--- src/rtl/vend_pkg.sv ---
// Shared types and coin helpers for the multi-item vending sequencer.
package vend_pkg;

    localparam logic [1:0] COIN_0   = 2'b00;
    localparam logic [1:0] COIN_5   = 2'b01;
    localparam logic [1:0] COIN_10  = 2'b10;
    localparam logic [1:0] COIN_BAD = 2'b11;

    typedef enum logic [1:0] {StIdle, StCollect, StVend, StChange} state_e;

    // Value of a coin code in 5-rupee units; invalid and empty codes are worth nothing.
    function automatic logic [1:0] coin_value(input logic [1:0] c);
        case (c)
            COIN_5:  coin_value = 2'd1;
            COIN_10: coin_value = 2'd2;
            default: coin_value = 2'd0;
        endcase
    endfunction

endpackage

--- src/rtl/vend_item_table.sv ---
// Per-item price and stock storage: one config write port, one decrement port, async read.
module vend_item_table
    import vend_pkg::*;
#(
    parameter int unsigned NUM_ITEMS = 4,
    parameter int unsigned CREDIT_W  = 6,
    parameter int unsigned STOCK_W   = 4,
    parameter int unsigned IDX_W     = $clog2(NUM_ITEMS)
) (
    input  logic                clk,
    input  logic                rst_n,
    input  logic                wr_en,
    input  logic [IDX_W-1:0]    wr_item,
    input  logic [CREDIT_W-1:0] wr_price,
    input  logic [STOCK_W-1:0]  wr_stock,
    input  logic                dec_en,
    input  logic [IDX_W-1:0]    dec_item,
    input  logic [IDX_W-1:0]    rd_item,
    output logic [CREDIT_W-1:0] rd_price,
    output logic [STOCK_W-1:0]  rd_stock
);

    logic [CREDIT_W-1:0] price_q [NUM_ITEMS];
    logic [STOCK_W-1:0]  stock_q [NUM_ITEMS];

    always_ff @(posedge clk) begin
        if (!rst_n) begin
            for (int i = 0; i < NUM_ITEMS; i++) begin
                price_q[i] <= '0;
                stock_q[i] <= '0;
            end
        end else if (wr_en) begin
            price_q[wr_item] <= wr_price;
            stock_q[wr_item] <= wr_stock;
        end else if (dec_en && stock_q[dec_item] != '0) begin
            stock_q[dec_item] <= stock_q[dec_item] - 1'b1;
        end
    end

    assign rd_price = price_q[rd_item];
    assign rd_stock = stock_q[rd_item];

endmodule

--- src/rtl/vend_controller.sv ---
// Vending sequencer: credit accumulation, item selection, dispense and coin-by-coin change.
module vend_controller
    import vend_pkg::*;
#(
    parameter int unsigned NUM_ITEMS = 4,
    parameter int unsigned CREDIT_W  = 6,
    parameter int unsigned STOCK_W   = 4,
    parameter int unsigned IDX_W     = $clog2(NUM_ITEMS)
) (
    input  logic                clk,
    input  logic                rst_n,
    input  logic [1:0]          coin,
    input  logic                sel_valid,
    input  logic [IDX_W-1:0]    sel_item,
    input  logic                cancel,
    input  logic                cfg_we,
    input  logic [IDX_W-1:0]    cfg_item,
    input  logic [CREDIT_W-1:0] cfg_price,
    input  logic [STOCK_W-1:0]  cfg_stock,
    output logic                vend_req,
    output logic [IDX_W-1:0]    vend_item,
    input  logic                vend_ack,
    output logic                chg_req,
    output logic [1:0]          chg_coin,
    input  logic                chg_ack,
    output logic [CREDIT_W-1:0] credit,
    output logic                busy,
    output logic                done,
    output logic                err
);

    state_e              state_q;
    logic                after_vend_q;
    logic [CREDIT_W-1:0] rd_price;
    logic [STOCK_W-1:0]  rd_stock;
    logic                accepting, coin_valid, sel_ok, buy, coin_take, err_d;
    logic [CREDIT_W-1:0] collect_base, new_credit, chg_next;
    logic [CREDIT_W:0]   coin_sum;

    vend_item_table #(
        .NUM_ITEMS (NUM_ITEMS),
        .CREDIT_W  (CREDIT_W),
        .STOCK_W   (STOCK_W),
        .IDX_W     (IDX_W)
    ) u_table (
        .clk      (clk),
        .rst_n    (rst_n),
        .wr_en    (cfg_we && state_q == StIdle),
        .wr_item  (cfg_item),
        .wr_price (cfg_price),
        .wr_stock (cfg_stock),
        .dec_en   (buy),
        .dec_item (sel_item),
        .rd_item  (sel_item),
        .rd_price (rd_price),
        .rd_stock (rd_stock)
    );

    always_comb begin
        accepting    = (state_q == StIdle) || (state_q == StCollect);
        coin_valid   = (coin == COIN_5) || (coin == COIN_10);
        sel_ok       = sel_valid && rd_stock != '0 && rd_price != '0 && credit >= rd_price;
        buy          = (state_q == StCollect) && !cancel && sel_ok;
        collect_base = buy ? credit - rd_price : credit;
        // The same-cycle coin lands on top of whatever the selection left behind.
        coin_sum     = {1'b0, collect_base} + {{(CREDIT_W-1){1'b0}}, coin_value(coin)};
        coin_take    = accepting && coin_valid && !coin_sum[CREDIT_W];
        new_credit   = coin_take ? coin_sum[CREDIT_W-1:0] : collect_base;
        chg_next     = credit - {{(CREDIT_W-2){1'b0}}, coin_value(chg_coin)};
        err_d        = (coin == COIN_BAD)
                     || (accepting && coin_valid && coin_sum[CREDIT_W])
                     || (!accepting && coin_valid)
                     || (cfg_we && state_q != StIdle)
                     || (state_q == StIdle && (sel_valid || cancel))
                     || (state_q == StCollect && !cancel && sel_valid && !sel_ok);
    end

    always_ff @(posedge clk) begin
        if (!rst_n) begin
            state_q      <= StIdle;
            after_vend_q <= 1'b0;
            credit       <= '0;
            vend_req     <= 1'b0;
            vend_item    <= '0;
            chg_req      <= 1'b0;
            chg_coin     <= COIN_0;
            busy         <= 1'b0;
            done         <= 1'b0;
            err          <= 1'b0;
        end else begin
            done <= 1'b0;
            err  <= err_d;
            case (state_q)
                StIdle: begin
                    if (coin_take) begin
                        credit  <= new_credit;
                        state_q <= StCollect;
                    end
                end
                StCollect: begin
                    credit <= new_credit;
                    if (cancel) begin
                        state_q      <= StChange;
                        chg_req      <= 1'b1;
                        chg_coin     <= (new_credit >= CREDIT_W'(2)) ? COIN_10 : COIN_5;
                        busy         <= 1'b1;
                        after_vend_q <= 1'b0;
                    end else if (buy) begin
                        state_q   <= StVend;
                        vend_req  <= 1'b1;
                        vend_item <= sel_item;
                        busy      <= 1'b1;
                    end
                end
                StVend: begin
                    if (vend_ack && vend_req) begin
                        vend_req <= 1'b0;
                        if (credit == '0) begin
                            state_q <= StIdle;
                            busy    <= 1'b0;
                            done    <= 1'b1;
                        end else begin
                            state_q      <= StChange;
                            chg_req      <= 1'b1;
                            chg_coin     <= (credit >= CREDIT_W'(2)) ? COIN_10 : COIN_5;
                            after_vend_q <= 1'b1;
                        end
                    end
                end
                StChange: begin
                    if (chg_ack && chg_req) begin
                        credit <= chg_next;
                        if (chg_next == '0) begin
                            state_q <= StIdle;
                            chg_req <= 1'b0;
                            busy    <= 1'b0;
                            done    <= after_vend_q;
                        end else begin
                            chg_coin <= (chg_next >= CREDIT_W'(2)) ? COIN_10 : COIN_5;
                        end
                    end
                end
                default: state_q <= StIdle;
            endcase
        end
    end

endmodule

--- config.mk ---
export PLATFORM = sky130hd
export DESIGN_NAME = vend_controller
export DESIGN_NICKNAME = d
export VERILOG_FILES = /design/src/rtl/vend_pkg.sv /design/src/rtl/vend_item_table.sv /design/src/rtl/vend_controller.sv
export SDC_FILE = /design/constraint.sdc
export NUM_CORES = 1
export LEC_CHECK = 0
export CAP_MARGIN = 20
export CORE_MARGIN = 1.5
export CORE_UTILIZATION = 37
export CTS_CLUSTER_DIAMETER = 100
export DETAILED_ROUTE_END_ITERATION = 6
export GPL_ROUTABILITY_DRIVEN = 0
export SLEW_MARGIN = 15
export SYNTH_ARGS = -nofsm -noshare
export SYNTH_HDL_FRONTEND = slang
export SYNTH_SLANG_ARGS = --single-unit
--- constraint.sdc ---
create_clock -name clk -period 7.1 [get_ports clk]
set_input_delay 1.42 -clock clk [delete_from_list [all_inputs] [get_ports clk]]
set_output_delay 1.42 -clock clk [all_outputs]
set_load 0.01 [all_outputs]
# == Word level (Yosys, flattened, before mapping) ==
# Memories as Yosys holds them, arrays and structs flattened.
# Cells that the tools add are included.
# totals
reg_bits,18
mem_bits_rw,40
in_bits,23
out_inout_bits,15
word_cells,151
mem_count,2
# op_classes
addsub,4
order_cmp,4
eq_ne,19
muxes,62
bitwise_logic,1
n_reduce_logical,49
# memory_table
name,depth,width,read_ports,rd_ports_with_merged_regs,wr,line,rtl
u_table.price_q,4,6,1,0,4,vend_item_table.sv:23,logic [CREDIT_W-1:0] price_q [NUM_ITEMS];
u_table.stock_q,4,4,1,0,4,vend_item_table.sv:24,logic [STOCK_W-1:0] stock_q [NUM_ITEMS];
# op_table
operator,n
two-way mux 2 bit,18
two-way mux 6 bit,5
two-way mux 1 bit,27
">= comparator 6 x 2 -> 1 bit, second input constant",3
"!= test 2 bit, second input constant",9
case mux 6 bit (3 select lines),1
AND reduction 6 bit,3
logical AND 1 bit,17
zero test 6 bit,2
"== test 2 bit, second input constant",5
logical OR 1 bit,8
two-way mux 4 bit,2
case mux 2 bit (2 select lines),2
case mux 2 bit (4 select lines),1
AND reduction 4 bit,2
OR reduction 4 bit,2
adder 6 x 2 -> 7 bit,1
"== test 2 x 1 -> 1 bit, second input constant",3
>= comparator 6 bit,1
case mux 1 bit (2 select lines),3
case mux 1 bit (3 select lines),2
case mux 2 bit (3 select lines),1
AND reduction 3 bit,2
nonzero test 3 bit,2
13 further kinds,17

# == Logic depth before layout (Yosys ltp) ==
# An unclocked memory read counts as a cell.
# logic_depth
ltp_word,15
depth_mapped,23

# == Cells and area by module ==
# From an unflattened synthesis, not the netlist that was laid out.
# hier_totals
hier_cells,395
hier_area_um2,4018.9
# modules_own_cells
mod,n_inst,cells_per_inst,area_per_inst_um2,seq_area_each_um2
vend_item_table,1,147,2058.2,1201.2
vend_controller,1,248,1960.6,360.3

# == Worst setup path after synthesis ==
# OpenSTA, ideal clock, no wires.
# synth_timing
path_type,input to register
from,input sel_item[0]
to,register chg_coin[0]
setup_time_ps,59
t_arrival_ps,5958
t_required_ps,7041
path_slack_ps,1083
cell_stages,20
cell_sequence,buf_6 -> buf_12 -> mux4_2 -> inv_1 -> ha_1 -> a21oi_1 -> nand2_1 -> a221oi_1 -> nor2_4 -> buf_2 -> a21oi_1 -> ha_1 -> inv_1 -> fa_1 -> or3_1 -> nor3_1 -> a211o_1 -> or4bb_1 -> nor4_2 -> o31a_1
# synth_via
elab_chain_len,15
# synth_lines
element,line,rtl
start: declaration,vend_controller.sv:14,"input logic [IDX_W-1:0] sel_item,"
"parallel branches: the longest is 6 deep, another holds memory read (4 x 6 bit)",-,
two-way mux 6 bit (*),vend_controller.sv:64,collect_base = buy ? credit - rd_price : credit;
adder 6 x 2 -> 7 bit,vend_controller.sv:66,"coin_sum = {1'b0, collect_base} + {{(CREDIT_W-1){1'b0}}, coin_value(coin)};"
zero test 1 bit,vend_controller.sv:67,coin_take = accepting && coin_valid && !coin_sum[CREDIT_W];
logical AND 1 bit,vend_controller.sv:67,
two-way mux 6 bit (*),vend_controller.sv:68,new_credit = coin_take ? coin_sum[CREDIT_W-1:0] : collect_base;
>= comparator 6 x 2 -> 1 bit (*),vend_controller.sv:105,chg_coin <= (new_credit >= CREDIT_W'(2)) ? COIN_10 : COIN_5;
two-way mux 2 bit (*),vend_controller.sv:105,
two-way mux 2 bit (*),vend_controller.sv:102,if (cancel) begin
case mux 2 bit (3 select lines) (*),vend_controller.sv:93,case (state_q)
end signal: assignment,vend_controller.sv:105,
end signal: assignment,vend_controller.sv:125,chg_coin <= (credit >= CREDIT_W'(2)) ? COIN_10 : COIN_5;
end signal: assignment,vend_controller.sv:139,chg_coin <= (chg_next >= CREDIT_W'(2)) ? COIN_10 : COIN_5;
end: declaration,vend_controller.sv:24,"output logic [1:0] chg_coin,"
# Every way passes the cells marked *. The select of a mux whose other input is x is not followed.
# A chain may end at the register's enable or synchronous reset.

# == Worst setup path in the final report ==
# Ends and elaborated chain as after synthesis.

==> impl_results.rst <==
.. list-table::
   :header-rows: 1

   * - Metric
     - Value
   * - Dpl hpwl
     - 6980 um
   * - Cell types with the largest area share after synthesis
     - sky130_fd_sc_hd__edfxtp_1 (31%), sky130_fd_sc_hd__dfxtp_1 (9.4%), sky130_fd_sc_hd__ha_1 (4.6%)
   * - Maximum clock rate
     - 154 MHz
   * - Count of state elements after synthesis
     - 58
   * - Register Area
     - 1560 sq um
   * - Final wirelength
     - 9200 um
   * - Transition time of the tightest slew-check pin
     - 0.986 ns
   * - Die area
     - 10900 sq um
   * - Number of endpoints failing setup at the final stage
     - 0
   * - Nets
     - 456
   * - Initial antenna violation count
     - 0
   * - Number of levels the H-tree was split into
     - 3
   * - Combinational group share of total power
     - 42.6%
   * - Post-synth ARST share
     - 0%
   * - Post-cts repair resize count
     - 0
   * - M2 GR Usage
     - 28.2%
   * - Ratio of cells with drive above 1 in the final layout
     - 9.74%
   * - Die span in y
     - 105 um
   * - GRT Util Overall
     - 17.8%
   * - Post-synth cell types
     - 66
   * - Share of the synthesized area in the top cell type
     - 31.4%
   * - Violation count after the first detailed-routing iteration
     - 151
   * - Filler Cell Count
     - 960
   * - Io pins
     - 38
   * - CTS clock-pin slew for the worst setup and hold paths
     - 0.08 ns
   * - Clock Root Buffer
     - sky130_fd_sc_hd__clkbuf_8
   * - Routed WL per cell
     - 16.6 um
   * - Highest-utilization routing layer at the global route stage
     - met2
   * - Clock latency on the worst-skew pair
     - 0.35 ns
   * - Worst voltage drop across the vdd grid
     - 0.000147 V
   * - Syn. warnings
     - 0
   * - Post-Synth Adder-Cell Area
     - 6.16%
   * - Clock buffer count from CTS
     - 9
   * - Required time at the endpoint of the critical path
     - 7.40 ns
   * - Hold-fix buffers at CTS
     - 0
   * - Cell area power density
     - 307 nW/um^2
   * - Max stage delay cell, worst path
     - sky130_fd_sc_hd__clkdlybuf4s50_1
   * - Arrival time at the worst endpoint
     - 6.80 ns
   * - Switching share of power
     - 38.7%
   * - Buffers plus inverters on the worst setup path
     - 3
   * - Maximum number of pins on one net before global-route repair
     - 39
   * - Headroom to the max-slew limit
     - 33.6%
   * - Routed vias
     - 2964
   * - Startpoint of the most critical register-to-register path
     - u_table.price_q[0][3]$_SDFFCE_PN0P_
   * - # Max-Cap Violations
     - 0
   * - Worst Setup SP
     - sel_item[0]
   * - Number of design rule violations left after detail routing
     - 0
   * - Xor and xnor fraction of the mapped netlist area
     - 2.06%
   * - Share of the yosys chip area belonging to registers
     - 40.9%
   * - Total congestion overflow after global routing
     - 0
   * - Flop pwr share
     - 34.4%
   * - Crit-path cells
     - clkdlybuf4s50_1, mux4_2, inv_1, ha_1, a21oi_1, nand2_1, a221oi_1, nor2_4, a21oi_1, ha_1, inv_1, fa_1, or3_1, nor3_1, a211o_1, or4bb_1, nor4_2, o31a_1
   * - Met1 track demand over resource
     - 24.0%
   * - Number of port buffers
     - 37
   * - Classification of the worst-slack hold path
     - reg -> reg
   * - Buffer levels on the longest clock path
     - 2
   * - Tmin final
     - 6.50 ns
   * - Number of global-route vias before repair
     - 2978
   * - Gate family responsible for the most delay along the worst path
     - simple AND/OR/NAND/NOR gates
   * - Row count
     - 36
   * - Sum of internal, switching and leakage power
     - 1.38 mW
   * - First-pass GRT wire length
     - 15300 um
   * - Die boundary width
     - 105 um
   * - Setup slack, reg-to-reg
     - 2.14 ns
   * - Clock network fraction of total power
     - 23.0%
   * - Core area
     - 9910 sq um
   * - Number of flops mapped to enable cells by yosys
     - 40
   * - Largest family of logic cells by synthesized area
     - simple AND/OR/NAND/NOR gates
   * - Total standard cell area after synthesis
     - 3820 sq um
   * - Post-Route Skew
     - 0.0147 ns
   * - CTS sink count
     - 58
   * - Commonest register cell after synthesis
     - sky130_fd_sc_hd__edfxtp_1
   * - Nature of the critical path endpoint
     - register
   * - Total Negative Setup Slacks
     - 0 ns
   * - Switching component of the power
     - 534 uW
   * - Post-route ant nets
     - 0
   * - Slew Viols, Final
     - 0
   * - Global-route met3 utilization
     - 3.87%
   * - Growth of design area from synthesis to finish
     - 17.8%
   * - Hold path startpoint
     - after_vend_q$_SDFFE_PN0P_
   * - Internal power of the cells
     - 845 uW
   * - Net count after synthesis
     - 420
   * - Cell type contributing the most total cell area after synthesis
     - sky130_fd_sc_hd__edfxtp_1
   * - Biggest fanout along the worst timing path
     - 8
   * - Number of post-CTS setup repair buffers
     - 0
   * - Compound-Gate Fraction of Synth Area
     - 14.1%
   * - Initial DRT Pass Iterations
     - 5
   * - Simple-Gate Fraction of Synth Area
     - 23.2%
   * - Multiplexer fraction of the synthesized cell area
     - 8.78%
   * - Number of endpoints with negative hold slack in the final report
     - 0
   * - Clock tree from TritonCTS
     - done
   * - Ratio of final minimum period to clock period
     - 91.6%
   * - Unrepaired setup endpoints after global routing
     - false
   * - DR vias/cell
     - 5.35
   * - Worst setup SP type
     - input pin
   * - LEAKAGE
     - 1.71 nW
   * - Crit Path Class
     - in -> reg
   * - Post-Synthesis Cells
     - 380
   * - Run status
     - complete, no violations
   * - Initial core utilization
     - 38.6%
   * - Number of inserted diodes
     - 0
   * - Multi-input combinational cell area
     - 2070 sq um
   * - Longest individual stage delay on the worst path
     - 0.74 ns
   * - Average cell area after synthesis
     - 10.1 sq um
==> layer usage <==
metal	wire, um	up-vias
met1	4270	1403
met2	4310	85
met3	516	10
li1	-	1466
met4	110	0
met5	0	-
==> worst paths after layout <==
check,endpoint,cells past startpoint
worst min-delay path,after_vend_q$_SDFFE_PN0P_,2
worst min register to register,after_vend_q$_SDFFE_PN0P_,2
worst max register to register,chg_coin[0]$_SDFFE_PN0P_,17
worst max-delay path,chg_coin[0]$_SDFFE_PN0P_,18
==> power groups by stage <==
stage | clock network [mW] | registers, mW | logic (mW)
floorplan | 0 | 0.453 | 0.433
global placement | 0 | 0.481 | 0.575
detailed placement | 0 | 0.480 | 0.583
CTS | 0.325 | 0.473 | 0.586
global route | 0.339 | 0.484 | 0.646
finish | 0.318 | 0.474 | 0.587
==> registers in the layout (all words and copies together), names as in the netlist <==
register and cells:
u_table.price_q 24, u_table.stock_q 16, credit 6, chg_coin 2, state_q 2, vend_item 2
after_vend_q 1, busy 1, chg_req 1, done 1, err 1, vend_req 1
==> worst min-delay path: cells and delay by family, from the launching register on <==
| family | cells | cell delay, ns |
|---|---|---|
| AOI/OAI and AO/OA | 1 | 0.06 |
| buffers and inverters | 1 | 0.06 |
| DFF | 1 | 0.30 |
==> final cells by class <==
class | count | share of cell area, %
Clock buffer | 11 | 3.36
Inverter | 25 | 2.09
Sequential cell | 58 | 34.7
Clock inverter | 5 | 1.17
Tap cell | 133 | 3.70
Multi-Input combinational cell | 281 | 46.1
Timing Repair Buffer | 41 | 8.90
==> kinds of logic after synthesis <==
kind of cell	after synthesis
adders and majority gates	17
muxes	18
DFF	58
and+or+nand+nor	161
buffers and inverters	41
xor gates and xnor gates	9
AOI/OAI and AO/OA	76
==> layout by cell type, fill, tap and decap left out, types with 11 or more instances in the layout <==
master / count
sky130_fd_sc_hd__edfxtp_1: 40
sky130_fd_sc_hd__clkdlybuf4s50_1: 37
sky130_fd_sc_hd__nand2_1: 36
sky130_fd_sc_hd__and2_1: 27
sky130_fd_sc_hd__inv_1: 25
sky130_fd_sc_hd__nor2_1: 24
sky130_fd_sc_hd__o21ai_0: 18
sky130_fd_sc_hd__dfxtp_1: 18
sky130_fd_sc_hd__ha_1: 14
sky130_fd_sc_hd__a21oi_1: 12
sky130_fd_sc_hd__nand3_1: 11
sky130_fd_sc_hd__nor2b_1: 11
sky130_fd_sc_hd__clkbuf_8: 11
==> Yosys cell counts, types with 11 or more instances <==
| cell | number |
|---|---|
| sky130_fd_sc_hd__a21oi_1 | 12 |
| sky130_fd_sc_hd__and2_1 | 27 |
| sky130_fd_sc_hd__dfxtp_1 | 18 |
| sky130_fd_sc_hd__edfxtp_1 | 40 |
| sky130_fd_sc_hd__ha_1 | 14 |
| sky130_fd_sc_hd__inv_1 | 25 |
| sky130_fd_sc_hd__nand2_1 | 36 |
| sky130_fd_sc_hd__nand3_1 | 11 |
| sky130_fd_sc_hd__nor2_1 | 24 |
| sky130_fd_sc_hd__nor2b_1 | 11 |
| sky130_fd_sc_hd__o21ai_0 | 18 |
==> stage by stage <==
stage | instance area (sq um) | worst slack [ns] | hold WS [ns] | utilization, % | cells
after detailed placement | 4300 | 0.191 | 0.455 | 43.4 | 538
final | 4500 | 0.599 | 0.466 | 45.4 | 554
after global routing | 4500 | 0.185 | 0.483 | 45.4 | 554
after floorplan | 3820 | 1.08 | 0.430 | - | 380
after CTS | 4500 | 0.557 | 0.465 | 45.4 | 554
after global placement | 4300 | 0.422 | 0.442 | 43.4 | 538
No activity file was read; power rests on OpenSTA's default activity.
